$ cat config.mk
export PLATFORM = sky130hd
export DESIGN_NAME = wb_port_arbiter
export DESIGN_NICKNAME = d
export VERILOG_FILES = /design/src/rtl/wb_port_arbiter.sv
export SDC_FILE = /design/constraint.sdc
export NUM_CORES = 1
export LEC_CHECK = 0
export BUFFER_PORTS_ARGS = -buffer_cell sky130_fd_sc_hd__buf_2
export CAP_MARGIN = 20
export CORE_ASPECT_RATIO = 1.2
export CORE_MARGIN = 2
export CORE_UTILIZATION = 45
export CTS_BUF_LIST = sky130_fd_sc_hd__clkbuf_2
export CTS_CLUSTER_DIAMETER = 120
export DETAILED_ROUTE_END_ITERATION = 6
export GPL_TIMING_DRIVEN = 0
export MAX_ROUTING_LAYER = met4
export PLACE_DENSITY_LB_ADDON = 0.15
export SYNTH_ARGS = -nofsm -noshare
export SYNTH_HDL_FRONTEND = slang
export SYNTH_SLANG_ARGS = --single-unit
$ cat constraint.sdc
create_clock -name clk_i -period 2.01 [get_ports clk_i]
set_input_delay 0 -clock clk_i [delete_from_list [all_inputs] [get_ports clk_i]]
set_output_delay 0 -clock clk_i [all_outputs]
set_load 0.1 [all_outputs]
$ cat src/rtl/wb_port_arbiter.sv
// Register-file write-port arbiter.
// The in-order pipeline writeback has priority; long-latency results wait in a
// small FIFO and drain into free pipeline slots. An age counter on the FIFO
// head stalls the pipeline for one cycle once the head has waited MAX_WAIT
// cycles, so long-latency results always make forward progress.
module wb_port_arbiter #(
  parameter int XLEN        = 32,
  parameter int RF_IDX_BITS = 5,
  parameter int DEPTH       = 4,
  parameter int MAX_WAIT    = 8
) (
  input  logic                         clk_i,
  input  logic                         rst_i,
  input  logic                         wb_valid_i,
  input  logic                         wb_rd_we_i,
  input  logic [RF_IDX_BITS-1:0]       wb_rd_s_i,
  input  logic [XLEN-1:0]              wb_rd_v_i,
  output logic                         wb_stall_o,
  input  logic                         ll_valid_i,
  output logic                         ll_ready_o,
  input  logic [RF_IDX_BITS-1:0]       ll_rd_s_i,
  input  logic [XLEN-1:0]              ll_rd_v_i,
  output logic                         rf_we_o,
  output logic [RF_IDX_BITS-1:0]       rf_rd_s_o,
  output logic [XLEN-1:0]              rf_rd_v_o,
  output logic [$clog2(DEPTH+1)-1:0]   ll_pending_o
);

  localparam int CW = $clog2(DEPTH + 1);
  localparam int PW = $clog2(DEPTH);
  localparam int AW = $clog2(MAX_WAIT + 1);

  localparam logic [CW-1:0] CNT_FULL = CW'(DEPTH);
  localparam logic [CW-1:0] CNT_ONE  = CW'(1);
  localparam logic [PW-1:0] PTR_ONE  = PW'(1);
  localparam logic [AW-1:0] AGE_MAX  = AW'(MAX_WAIT);
  localparam logic [AW-1:0] AGE_ONE  = AW'(1);

  // FIFO storage; contents are qualified by count_q so no reset is needed
  logic [RF_IDX_BITS-1:0] fifoIdx_q  [DEPTH];
  logic [XLEN-1:0]        fifoData_q [DEPTH];

  logic [PW-1:0]          rdPtr_q, rdPtr_d;
  logic [PW-1:0]          wrPtr_q, wrPtr_d;
  logic [CW-1:0]          count_q, count_d;
  logic [AW-1:0]          age_q, age_d;

  logic                   rfWe_q, rfWe_d;
  logic [RF_IDX_BITS-1:0] rfIdx_q, rfIdx_d;
  logic [XLEN-1:0]        rfData_q, rfData_d;

  logic plReq;
  logic llReady;
  logic llFire;
  logic enq;
  logic deq;
  logic fifoNonEmpty;
  logic starve;
  logic grantLl;
  logic grantPl;

  assign plReq        = wb_valid_i && wb_rd_we_i && (wb_rd_s_i != '0);
  assign fifoNonEmpty = (count_q != '0);
  assign llReady      = (count_q < CNT_FULL);
  assign llFire       = ll_valid_i && llReady;
  assign enq          = llFire && (ll_rd_s_i != '0);
  assign starve       = (age_q == AGE_MAX);
  assign grantLl      = fifoNonEmpty && (!plReq || starve);
  assign grantPl      = plReq && !grantLl;
  assign deq          = grantLl;

  assign ll_ready_o   = llReady;
  assign wb_stall_o   = plReq && starve && fifoNonEmpty;
  assign rf_we_o      = rfWe_q;
  assign rf_rd_s_o    = rfIdx_q;
  assign rf_rd_v_o    = rfData_q;
  assign ll_pending_o = count_q;

  // Next-state for FIFO pointers, occupancy, head age and the write port
  always_comb begin
    rdPtr_d  = rdPtr_q;
    wrPtr_d  = wrPtr_q;
    count_d  = count_q;
    age_d    = age_q;
    rfWe_d   = 1'b0;
    rfIdx_d  = rfIdx_q;
    rfData_d = rfData_q;

    if (enq) begin
      wrPtr_d = wrPtr_q + PTR_ONE;
    end
    if (deq) begin
      rdPtr_d = rdPtr_q + PTR_ONE;
    end
    if (enq && !deq) begin
      count_d = count_q + CNT_ONE;
    end else if (deq && !enq) begin
      count_d = count_q - CNT_ONE;
    end

    if (!fifoNonEmpty || deq) begin
      age_d = '0;
    end else if (!starve) begin
      age_d = age_q + AGE_ONE;
    end

    if (grantLl) begin
      rfWe_d   = 1'b1;
      rfIdx_d  = fifoIdx_q[rdPtr_q];
      rfData_d = fifoData_q[rdPtr_q];
    end else if (grantPl) begin
      rfWe_d   = 1'b1;
      rfIdx_d  = wb_rd_s_i;
      rfData_d = wb_rd_v_i;
    end
  end

  // Control state and registered register-file write port
  always_ff @(posedge clk_i or negedge rst_i) begin
    if (!rst_i) begin
      rdPtr_q  <= '0;
      wrPtr_q  <= '0;
      count_q  <= '0;
      age_q    <= '0;
      rfWe_q   <= 1'b0;
      rfIdx_q  <= '0;
      rfData_q <= '0;
    end else begin
      rdPtr_q  <= rdPtr_d;
      wrPtr_q  <= wrPtr_d;
      count_q  <= count_d;
      age_q    <= age_d;
      rfWe_q   <= rfWe_d;
      rfIdx_q  <= rfIdx_d;
      rfData_q <= rfData_d;
    end
  end

  // Capture accepted long-latency results at the tail of the FIFO
  always_ff @(posedge clk_i) begin
    if (enq) begin
      fifoIdx_q[wrPtr_q]  <= ll_rd_s_i;
      fifoData_q[wrPtr_q] <= ll_rd_v_i;
    end
  end

endmodule

# --- Word level (Yosys, flattened, before mapping) ---
# Memories as Yosys holds them, arrays and structs flattened.
# Cells that the tools add are included.
totals:
  output_inout_bits: 43
  mem_bits_rw: 148
  in_bits: 79
  n_memories: 2
  ff_bits: 49
memory_table:
  columns: ["memory", "words", "word_bits", "read_ports", "rd_clocked_by_memory_dff", "write_ports", "line_no", "source"]
  rows:
  - ["fifoData_q", 4, 32, 1, 0, 1, "41", "logic [XLEN-1:0] fifoData_q [DEPTH];"]
  - ["fifoIdx_q", 4, 5, 1, 0, 1, "40", "logic [RF_IDX_BITS-1:0] fifoIdx_q [DEPTH];"]
op_classes:
  eq_ne: 2
  n_lt_le_gt_ge: 1
  reduce_logical: 21
  add_sub_neg: 5
  mux: 12
op_table:
  columns: ["op", "n"]
  rows:
  - ["32-bit 2-to-1 mux", 2]
  - ["1-bit logical AND", 10]
  - ["5-bit 2-to-1 mux", 2]
  - ["5-bit nonzero test", 2]
  - ["4-bit 2-to-1 mux", 2]
  - ["3-bit 2-to-1 mux", 2]
  - ["2-bit by 1-bit adder with 2-bit output (second input constant)", 2]
  - ["4-bit by 1-bit adder with 4-bit output (second input constant)", 1]
  - ["4-bit equality test (second input constant)", 1]
  - ["1-bit logical NOT", 4]
  - ["1-bit 2-to-1 mux", 4]
  - ["2-bit nonzero test", 2]
  - ["3-bit by 1-bit adder with 3-bit output (second input constant)", 1]
  - ["3-bit less-than comparator (second input constant)", 1]
  - ["3-bit nonzero test", 1]
  - ["3-bit by 1-bit subtractor with 3-bit output (second input constant)", 1]
  - ["1-bit logical OR", 2]
  - ["2-bit by 1-bit != test with 1-bit output (second input constant)", 1]

# --- Depth between registers and ports, before layout ---
logic_depth:
  ltp_word: 9
  depth_mapped: 11
  depth_no_buf: 11

# --- Worst setup path before layout ---
# OpenSTA, ideal clock, no wires.
synth_timing:
  kind: "register to output"
  start: "register count_q[0] (netlist: ll_pending_o[0])"
  end: "output wb_stall_o"
  required_ps: 2010
  path_buffers: 2
  setup_slack_ps: -1693
  path_stages_with_launch: 5
  arrival_ps: 3703
  cell_sequence: "dfrtp_1 > nor3_1 > clkbuf_1 > buf_6 > nor3_1"
synth_between:
  elab_chain_len: 2
synth_lines:
  columns: ["element", "line_no", "source"]
  rows:
  - ["from (decl)", "45", "logic [CW-1:0] count_q, count_d;"]
  - ["from (signal assigned)", "131", "count_q <= count_d;"]
  - ["3-bit nonzero test", "63", "assign fifoNonEmpty = (count_q != '0);"]
  - ["1-bit logical AND", "73", "assign wb_stall_o = plReq && starve && fifoNonEmpty;"]
  - ["to (decl)", "18", "output logic wb_stall_o,"]
# No other way between the ends.

# --- Worst setup path after layout ---
layout_timing:
  start: "register age_q[1]"
  end: "register count_q[1] (netlist: ll_pending_o[1])"
layout_between:
  elab_chain_len: 6
  elab_cells_between_ends: 8
  classes_between: "1 x eq/ne; 1 x mux; 6 x reduce/logical"
layout_lines:
  columns: ["element", "line_no", "source"]
  rows:
  - ["from (decl)", "46", "logic [AW-1:0] age_q, age_d;"]
  - ["from (signal assigned)", "132", "age_q <= age_d;"]
  - ["4-bit equality test", "67", "assign starve = (age_q == AGE_MAX);"]
  - ["1-bit logical OR", "68", "assign grantLl = fifoNonEmpty && (!plReq || starve);"]
  - ["1-bit logical AND", "68", null]
  - ["1-bit logical NOT", "95", "if (enq && !deq) begin"]
  - ["1-bit logical AND", "95", null]
  - ["3-bit 2-to-1 mux", "95", null]
  - ["named net count_d[1]", "45", null]
# The timed path passes the listed nets, and every way through them passes these cells.
# A chain may end at the register's enable or synchronous reset.

==> flow_metrics.tcl <==
set metrics [dict create \
    r2r_start "age_q[1]$_DFFE_PN0P_" \
    n_fill_cell 1296 \
    clkTransAtPathRegs_ns 0.27 \
    r2r-end "ll_pending_o[1]$_DFFE_PN0P_" \
    drt_wl_total_um 18800 \
    final_common_cell "dlygate4sd3_1" \
    antenna_found_initial 1 \
    ir_drop_v 0.00124 \
    skew_ns 0.0401 \
    wl_per_cell_um 19.5 \
    synth_area_sq_um 7810 \
    r2r_slack_ns -0.17 \
    final_cell_mix "dlygate4sd3_1, edfxtp_1, buf_2" \
    route.detailed.drc 0 \
    path_class "flop to flop" \
    timing_hold_violations_final 0 \
    area_delta_synth_final_pct 37.8 \
    dp_hpwl_um 10600 \
    drt_iter0_drc 214 \
    ys_types 37 \
    fmax_ghz 0.459 \
    pwr_density_cell_nw_per_um2 1400 \
    violations "negative setup slack" \
    cts-buffers-inserted 17 \
    h-tree-depth 4 \
    ys_warn_count 0 \
    route.vias.total 5003 \
    cp.required_ns 2.70 \
    io_buffers 121 \
    worstPathMaxFanout 3 \
    syn_inst 423 \
    min_period_ns 2.18 \
    dr.pass1.iters 5 \
    cp_slowest_cell "dfrtp_1" \
    fin_util_pct 63.6 \
    hold_path_class "input pin to flop" \
    rows 52 \
    gp_congestion 0.708 \
    layout.nets 819 \
    die_y_um 148 \
    maxCapViolations 0 \
    layout-drive-gt1-share_pct 37.6 \
    initial_core_util_pct 46.2 \
    critical_path.endpoint "ll_pending_o[1]$_DFFE_PN0P_" \
    total_power_w 0.0151 \
    worst-path-buf-inv 2 \
    cts_tree "done" \
    timing.setup.tns_ns -0.359 \
    syn-num-nets 510 \
    crit_chain "inv_1, ha_2, nand3b_1, o211ai_1, nand2_2, ha_4, inv_2, fa_2, mux2_2" \
    root_buffer "clkbuf_2" \
    setup_violations 3 \
    clkLatencyLatePin_ns 0.76 \
    grt_max_degree 38 \
    grt_pass1_wl_um 29200 \
    status "complete, but fails checks" \
    path_depth 9 \
    cts.path.max_buffers 2 \
    pre_cts_slack_ns -0.399 \
    multi_input_comb_area_sq_um 2020 \
    die_w_um 124 \
    overflow 0 \
    fp.coreArea_sq_um 16900 \
    cellLeakagePower_nw 4.04 \
    viasPerCell 5.20 \
    startpoint "age_q[1]$_DFFE_PN0P_" \
    critical_path.top_delay_family "adder cells" \
    crit_path_start_kind "flop" \
    grt_pass1_vias 5570 \
    fin_crit_sh_pct 108 \
    syn_avg_cell_area_sq_um 18.5 \
    tightest_slew_ns 0.863 \
    final_max_slew_viol_count 0 \
    dieArea_sq_um 18400 \
    clock_sinks 197 \
    cp-end-kind "flop" \
    yosysSeqAreaShare_pct 72.6 \
    regArea_sq_um 5680 \
    setup_slack_ns -0.171 \
    ys_seq_elements 197 \
    rr_worst_depth 9 \
    antenna_left 0 \
    track_usage_pct 21.5 \
    rsz0062_at_grt "true" \
    slowest_delay_ns 0.45 \
    worst_ep_arrival_time_ns 2.87 \
    relSlewSlack_pct 42.3 \
    pin_count 122 \
    min_from "ll_rd_s_i[2]" \
]
## per-layer routing
layer	vias up	wire length, um	share of wire (%)	track usage, %
met5	-	0	0	-
li1	2292	-	-	-
met1	2566	7990	43	25.7
met4	0	242	1.3	6.85
met3	18	648	3.5	3.92
met2	127	9910	53	37.5
## layout make-up
class | count | share of cell area [%]
tap | 216 | 2.51
antenna | 2 | 0.0465
multi-input combinational | 197 | 18.8
inverter | 6 | 0.244
timing repair buffer | 290 | 21.7
sequential | 197 | 52.8
buffer | 23 | 1.79
clock buffer | 21 | 0.977
clock inverter | 11 | 1.26
## metrics by stage
stage / hold slack, ns / cells / instance area (sq um)
after global routing: 0.0269 / 963 / 10800
after global placement: 0.211 / 760 / 8740
after CTS: 0.00192 / 948 / 10600
after detailed placement: -0.0293 / 762 / 8780
after floorplan: -0.296 / 423 / 7860
final: 0.0974 / 963 / 10800
## cells by family after synthesis
logic type,synth area share [%]
flip-flops,72.6
buffers and inverters,2.61
AND/OR/NAND/NOR,7.43
AO/OA/AOI/OAI,4.28
adder cells (fa/ha/maj),1.38
multiplexers,10.8
XOR/XNOR,0.897
## repair_timing
item | CTS | global route
endpoints found under the hold margin | 251 | 0
endpoints found under the setup margin | 148 | 72
gates resized for setup | 16 | 18
pin swaps | 3 | 11
cloned | 0 | 1
setup buffers | 4 | 11
hold buffers | 150 | 0
## power breakdown
group | internal [W] | total [W] | leakage [nW] | switching [W]
logic | 0.00213 | 0.00740 | 1.99 | 0.00527
registers | 0.00530 | 0.00570 | 1.91 | 0.000407
clock network | 0.000696 | 0.00195 | 0.145 | 0.00126
total | 0.00812 | 0.0151 | 4.04 | 0.00694
## cells in the mapped netlist
cell type	instances	area, sq um
edfxtp_1	148	4440
dfrtp_1	49	1230
nor2_1	41	154
mux4_2	37	833
o22ai_1	35	219
nor3_2	29	290
buf_2	8	40.0
clkbuf_1	8	30.0
nor3_1	8	40.0
ha_1	7	87.6
inv_1	6	22.5
buf_6	5	56.3
xnor2_1	5	43.8
and2_1	4	25.0
nand2_1	3	11.3
xor2_1	3	26.3
a21oi_1	2	10.0
a32oi_1	2	17.5
buf_12	2	40.0
o21ai_0	2	10.0
or3_1	2	12.5
or4_1	2	15.0
a211oi_1	1	7.51
a21o_1	1	7.51
a2bb2oi_1	1	8.76
and2_0	1	6.26
and3_1	1	6.26
and3_2	1	7.51
buf_8	1	15.0
fa_1	1	20.0
mux2_2	1	11.3
nand3_1	1	5.00
nand3b_1	1	7.51
o211a_1	1	10.0
o211ai_1	1	7.51
o221ai_4	1	26.3
o311a_1	1	10.0
## worst min-delay path by stage
| stage | endpoint | slack (ns) | depth (start not counted) |
|---|---|---|---|
| 2_1_floorplan | age_q[0]$_DFFE_PN0P_ | -0.30 | 0 |
| 3_3_place_gp | fifoData_q[1][23]$_DFFE_PP_ | 0.21 | 1 |
| 3_5_place_dp | rf_rd_v_o[10]$_DFFE_PN0P_ | -0.03 | 1 |
| 4_1_cts | fifoIdx_q[2][2]$_DFFE_PP_ | 0.002 | 2 |
| 5_1_grt | fifoIdx_q[2][2]$_DFFE_PP_ | 0.03 | 2 |
| 6_report | fifoIdx_q[2][2]$_DFFE_PP_ | 0.1 | 2 |
## state kept, by name, summed over array words and instances (netlist names)
register	count
fifoData_q	128
rf_rd_v_o	32
fifoIdx_q	20
rf_rd_s_o	5
age_q	4
ll_pending_o	3
rdPtr_q	2
wrPtr_q	2
rf_we_o	1
No activity file was read; power rests on OpenSTA's default activity.
